$ cat src/rtl/ucode_seq.sv
// ucode_seq -- parametrised microcode sequencer.
//
// The micro-ROM has NUM_OPS slots of SLOT_DEPTH entries, one slot per macro-op.
// A decode trigger (start) latches the macro operands and replays the slot.
// Each emitted micro-instruction can have its dest, source and immediate
// fields replaced by the latched operands. While a slot is replaying, the
// block drives the fetch/ucode mux select and holds fetch.
//
// Build option:
//   UCODE_ABORT_EN - adds the abort input. When abort=1 in RUN, the sequence
//                    is dropped at the next clock edge, whatever advance is.
//                    No done pulse is produced and the repeat counter clears.
//
// Ports:
//   clk        core clock
//   rst        asynchronous reset, active low
//   advance    clock enable for all sequencer state, including ROM writes
//   start      macro-op trigger from decode (used only in IDLE)
//   op_sel     slot select
//   dest_reg   macro dest register
//   src_reg    macro first-source register
//   imm        macro immediate; its low LOOP_W bits load the repeat counter
//   rom_we     ROM write strobe (accepted only in IDLE)
//   rom_addr   ROM write address
//   rom_wdata  {END, LOOP, SUB_D, SUB_S, template[INST_W-1:0]}
//              SUB_I is template bit IMM_LSB+IMM_W
//   abort      (UCODE_ABORT_EN only) branch override from EXE
//   mux_ctrl   1 = decode takes uinst
//   uinst      micro-instruction after field substitution
//   busy       sequence in progress; fetch holds PC
//   done       one-cycle pulse after the last micro-instruction
//   upc        current micro-PC
//
// States:
//   state  | meaning
//   IDLE   | waiting for start; ROM writable; outputs quiet
//   RUN    | replaying slot at upc; mux_ctrl and busy high
module ucode_seq #(
  parameter int INST_W     = 32,
  parameter int REG_W      = 4,
  parameter int IMM_W      = 16,
  parameter int NUM_OPS    = 4,
  parameter int SLOT_DEPTH = 16,
  parameter int LOOP_W     = 5,
  parameter int DEST_LSB   = 23,
  parameter int SRC_LSB    = 19,
  parameter int IMM_LSB    = 0,
  localparam int OP_W      = $clog2(NUM_OPS),
  localparam int ADDR_W    = $clog2(NUM_OPS * SLOT_DEPTH),
  localparam int ENTRY_W   = INST_W + 4
) (
  input  logic               clk,
  input  logic               rst,
  input  logic               advance,
  input  logic               start,
  input  logic [OP_W-1:0]    op_sel,
  input  logic [REG_W-1:0]   dest_reg,
  input  logic [REG_W-1:0]   src_reg,
  input  logic [IMM_W-1:0]   imm,
  input  logic               rom_we,
  input  logic [ADDR_W-1:0]  rom_addr,
  input  logic [ENTRY_W-1:0] rom_wdata,
`ifdef UCODE_ABORT_EN
  input  logic               abort,
`endif
  output logic               mux_ctrl,
  output logic [INST_W-1:0]  uinst,
  output logic               busy,
  output logic               done,
  output logic [ADDR_W-1:0]  upc
);

  localparam int SLOT_BITS = $clog2(SLOT_DEPTH);
  localparam int ROM_DEPTH = NUM_OPS * SLOT_DEPTH;
  localparam int BIT_END   = INST_W + 3;
  localparam int BIT_LOOP  = INST_W + 2;
  localparam int BIT_SUB_D = INST_W + 1;
  localparam int BIT_SUB_S = INST_W;
  localparam int BIT_SUB_I = IMM_LSB + IMM_W;

  typedef enum logic {
    S_IDLE = 1'b0,
    S_RUN  = 1'b1
  } state_t;

  state_t             state_q, state_d;
  logic [ADDR_W-1:0]  upc_q, upc_d;
  logic [LOOP_W-1:0]  loop_cnt_q, loop_cnt_d;
  logic [REG_W-1:0]   dest_q, dest_d;
  logic [REG_W-1:0]   src_q, src_d;
  logic [IMM_W-1:0]   imm_q, imm_d;
  logic               done_q, done_d;

  // Not reset: contents survive a sequencer reset, and software reloads as needed.
  logic [ENTRY_W-1:0] rom_mem [ROM_DEPTH];
  logic [ENTRY_W-1:0] entry;
  logic               slot_last;
  logic               abort_req;
  logic               rom_wr_ok;
  logic [INST_W-1:0]  uinst_c;

  assign entry     = rom_mem[upc_q];
  assign slot_last = (upc_q[SLOT_BITS-1:0] == SLOT_BITS'(SLOT_DEPTH - 1));
  assign rom_wr_ok = advance & rom_we & (state_q == S_IDLE);

`ifdef UCODE_ABORT_EN
  assign abort_req = abort & (state_q == S_RUN);
`else
  assign abort_req = 1'b0;
`endif

  always_ff @(posedge clk) begin
    if (rom_wr_ok) begin
      rom_mem[rom_addr] <= rom_wdata;
    end
  end

  // Field substitution. SUB_I shares a bit with the template, so that bit is
  // cleared before the immediate is inserted.
  always_comb begin
    uinst_c = '0;
    if (state_q == S_RUN) begin
      uinst_c = entry[INST_W-1:0];
      if (entry[BIT_SUB_D]) uinst_c[DEST_LSB +: REG_W] = dest_q;
      if (entry[BIT_SUB_S]) uinst_c[SRC_LSB +: REG_W]  = src_q;
      if (entry[BIT_SUB_I]) begin
        uinst_c[BIT_SUB_I]         = 1'b0;
        uinst_c[IMM_LSB +: IMM_W]  = imm_q;
      end
    end
  end

  always_comb begin
    state_d    = state_q;
    upc_d      = upc_q;
    loop_cnt_d = loop_cnt_q;
    dest_d     = dest_q;
    src_d      = src_q;
    imm_d      = imm_q;
    done_d     = done_q;

    if (advance) begin
      done_d = 1'b0;
      unique case (state_q)
        S_IDLE: begin
          if (start) begin
            dest_d     = dest_reg;
            src_d      = src_reg;
            imm_d      = imm;
            upc_d      = {op_sel, {SLOT_BITS{1'b0}}};
            loop_cnt_d = imm[LOOP_W-1:0];
            state_d    = S_RUN;
          end
        end
        S_RUN: begin
          // Repeat takes priority over END, so a looping END entry repeats first.
          if (entry[BIT_LOOP] && (loop_cnt_q != '0)) begin
            loop_cnt_d = loop_cnt_q - LOOP_W'(1);
          end else if (entry[BIT_END] || slot_last) begin
            state_d = S_IDLE;
            done_d  = 1'b1;
          end else begin
            upc_d = upc_q + ADDR_W'(1);
          end
        end
        default: state_d = S_IDLE;
      endcase
    end

    if (abort_req) begin
      state_d    = S_IDLE;
      upc_d      = upc_q;
      loop_cnt_d = '0;
      done_d     = 1'b0;
    end
  end

  always_ff @(posedge clk or negedge rst) begin
    if (!rst) begin
      state_q    <= S_IDLE;
      upc_q      <= '0;
      loop_cnt_q <= '0;
      dest_q     <= '0;
      src_q      <= '0;
      imm_q      <= '0;
      done_q     <= 1'b0;
    end else begin
      state_q    <= state_d;
      upc_q      <= upc_d;
      loop_cnt_q <= loop_cnt_d;
      dest_q     <= dest_d;
      src_q      <= src_d;
      imm_q      <= imm_d;
      done_q     <= done_d;
    end
  end

  assign mux_ctrl = (state_q == S_RUN);
  assign busy     = (state_q == S_RUN);
  assign uinst    = uinst_c;
  assign done     = done_q;
  assign upc      = upc_q;

endmodule

$ cat config.mk
export PLATFORM = sky130hd
export DESIGN_NAME = ucode_seq
export DESIGN_NICKNAME = d
export VERILOG_FILES = /design/src/rtl/ucode_seq.sv
export SDC_FILE = /design/constraint.sdc
export NUM_CORES = 2
export LEC_CHECK = 0
export CAP_MARGIN = 20
export CORE_MARGIN = 5
export CORE_UTILIZATION = 25
export CTS_CLUSTER_DIAMETER = 50
export CTS_CLUSTER_SIZE = 30
export DETAILED_ROUTE_END_ITERATION = 10
export HOLD_SLACK_MARGIN = 0.06
export PLACE_DENSITY = 0.38
export SYNTH_ARGS = -nofsm -noshare
export SYNTH_HDL_FRONTEND = slang
export SYNTH_SLANG_ARGS = --single-unit
$ cat constraint.sdc
create_clock -name clk -period 4.4 [get_ports clk]
set_clock_uncertainty 0.15 [all_clocks]
set_input_delay 1.32 -clock clk [delete_from_list [all_inputs] [get_ports clk]]
set_output_delay 1.32 -clock clk [all_outputs]
set_load 0.05 [all_outputs]
==> impl_metrics.json <==
{
  "grt_pass1_wl_um": 412000,
  "ant_nets": 0,
  "layout.nets": 4340,
  "period_share_pct": 127,
  "drc_errors": 0,
  "ys_seq_area_share_pct": 78.1,
  "p_leak_nw": 34.8,
  "peakVddDrop_mv": 0.472,
  "dp_hpwl_um": 171000,
  "fmax_mhz": 179,
  "drv_cap": 0,
  "layout_common_cells": "edfxtp_1, mux4_2, clkbuf_16",
  "overflow": 0,
  "layoutNonFillerInstCount": 9254,
  "fin_util_pct": 31.3,
  "hold_viol": 0,
  "portBuffers": 112,
  "rsz0062_at_grt": "true",
  "violations": "negative setup slack",
  "start_util_pct": 25.1,
  "min_path_type": "flop to flop",
  "htreeDepth": 5,
  "fillers": 34100,
  "avgRoutedWirePerCell_um": 33.2,
  "synth_edf_count": 2304,
  "ys_types": 53,
  "synthCells": 3652,
  "clk_latency_ns": 0.84,
  "syn_avg_cell_area_um2": 24.6,
  "path_class": "flop to output pin",
  "cts_inserted_buffers": 269,
  "cts_tree": "yes",
  "routed_wl_um": 307000,
  "synth_nets": 3728,
  "yosysWarningCount": 0,
  "pin_count": 114,
  "slew-limit-headroom_pct": 27.3,
  "finalMaxSlewViolations": 0,
  "grt_usage_pct": 16.1,
  "core.rowCount": 220,
  "status": "complete, but fails checks",
  "fin_crit_ns": 5.57,
  "syn2layout_area_growth_pct": 25.1,
  "setup_viol": 31,
  "cts.sinks": 2341,
  "worstMarginPinSlew_ns": 1.09,
  "grt_max_degree": 65,
  "grt_antenna_before_repair": 32,
  "postSynth.asyncResetShare_pct": 1.58,
  "vias": 43300,
  "ys_ff_latch": 2341,
  "crit_arrival_ns": 4.10,
  "hold_buffers": 0,
  "cp.required_ns": 2.93,
  "setup_ws_ns": -1.17,
  "die_area_um2": 371000,
  "path_clk_slew_ns": 0.06,
  "start_kind": "flop",
  "critPathMaxFanout": 7,
  "first_iter_violations": 3889,
  "drive_gt1_share_pct": 41.5,
  "synth_area_um2": 89800,
  "coreArea_um2": 358000,
  "endpoint_kind": "output pin",
  "dieWidth_um": 609,
  "clockBufferDepth": 4,
  "grt_pass1_vias": 45300,
  "dp_cells": 8670,
  "die_y_um": 609,
  "cts_root_buf": "clkbuf_16",
  "final_common_cell": "edfxtp_1",
  "routed_via_density": 4.68,
  "synth_flop_cell": "edfxtp_1",
  "gp_congestion": 0.719,
  "drt_first_pass_iters": 5,
  "power.density_nw_per_um2": 654
}
## sequential cells by signal, summed over array words and instances (netlist names)
| name | flops |
|---|---|
| rom_mem | 2304 |
| imm_q | 16 |
| upc | 6 |
| loop_cnt_q | 5 |
| dest_q | 4 |
| src_q | 4 |
| busy | 1 |
| done | 1 |
## cells in the mapped netlist, drive strengths merged (2+ instances only)
master,number,area [um^2]
nor2b,4,25.0
nor3b,3,22.5
edfxtp,2304,69200
o211ai,4,30.0
ha,3,37.5
o221ai,2,17.5
or3,2,12.5
a21oi,16,80.1
and2,13,81.3
mux2i,37,370
and3,6,37.5
a2111o,3,33.8
clkbuf,82,308
a31oi,4,25.0
o21ai,7,35.0
buf,116,679
nand3,27,135
nor3,5,25.0
a211oi,10,75.1
a211o,9,78.8
inv,11,41.3
mux4,724,16300
nand2,79,297
or3b,2,17.5
mux2,28,315
o22ai,4,25.0
dfrtp,37,926
a311oi,4,35.0
nor2,77,289
o211a,2,20.0
o22a,3,26.3
nand3b,3,22.5
a22oi,7,52.6
## logic make-up (layout without fill, tap and decap cells)
group | count (synthesis) | in the layout | share of synthesized area, %
flops | 2341 | 2341 | 78.1
fa+ha+maj | 3 | 3 | 0.0418
compound gates | 84 | 84 | 0.680
buf+inv | 209 | 1032 | 1.15
other cells | 1 | 7 | 0.00418
mux | 789 | 789 | 18.9
simple gates | 225 | 225 | 1.11
## where the power goes
part,total [mW],switching (mW),internal [mW]
sequential,24.9,0.220,24.7
clock,23.2,9.77,13.4
combinational,25.4,12.9,12.5
total,73.5,22.8,50.6
## final timing paths
path | from | to | slack [ns] | cells after the start
max in group asynchronous | rst | imm_q[11] | 2.76 | 2
worst max register to register | upc[0] | upc[0] | 0.32 | 14
min in group asynchronous | rst | done | 0.44 | 1
worst min-delay path | imm_q[15] | imm_q[15] | 0.36 | 1
worst max-delay path | upc[0] | uinst[19] | -1.17 | 11
worst min register to register | imm_q[15] | imm_q[15] | 0.36 | 1
## stage by stage
step / setup WS, ns / instance area [um^2] / hold WS (ns) / power [mW] / TNS (ns)
after floorplan: -0.0227 / 90200 / 0.329 / 39.0 / -0.246
after global placement: -0.880 / 101000 / 0.340 / 48.6 / -11.94
after detailed placement: -0.852 / 101000 / 0.344 / 48.5 / -11.48
after CTS: -1.27 / 111000 / 0.358 / 73.5 / -36.60
after global routing: -1.29 / 112000 / 0.374 / 76.4 / -36.93
final: -1.17 / 112000 / 0.357 / 73.5 / -33.26
## worst max-delay path, cell delays in order, from the launching register on
cell and delay [ns]:
dfrtp_4 0.51, buf_12 0.16, buf_16 0.15, buf_6 0.12, buf_12 0.14, mux4_2 0.42
mux4_2 0.52, mux4_2 0.62, mux2i_4 0.22, nor2_4 0.07, buf_12 0.16, buf_12 0.14
## layout make-up
cell class	instances	area (um^2)	area share, %
Sequential cell	2341	70100	62.4
Clock inverter	182	2070	1.84
Multi-Input combinational cell	1102	19800	17.6
Antenna cell	6	15.0	0.0134
Inverter	11	52.6	0.0468
Clock buffer	300	7050	6.28
Tap cell	4773	5970	5.32
Timing Repair Buffer	539	7250	6.46
## per-layer routing
metal,GRT usage (%),part of all wire (%),vias up
met5,0,0.020,-
met4,3.26,2.0,10
met3,2.37,4.3,326
met2,27.9,50,1085
met1,21.7,43,24700
li1,-,-,17100
## timing repair
| item | in CTS | in global routing |
|---|---|---|
| buffers inserted | 22 | 34 |
| pin swaps | 11 | 20 |
| endpoints found under the setup margin | 34 | 31 |
| gates cloned | 12 | 8 |
| resized for setup | 124 | 67 |
(Power assumes the default switching activity.)
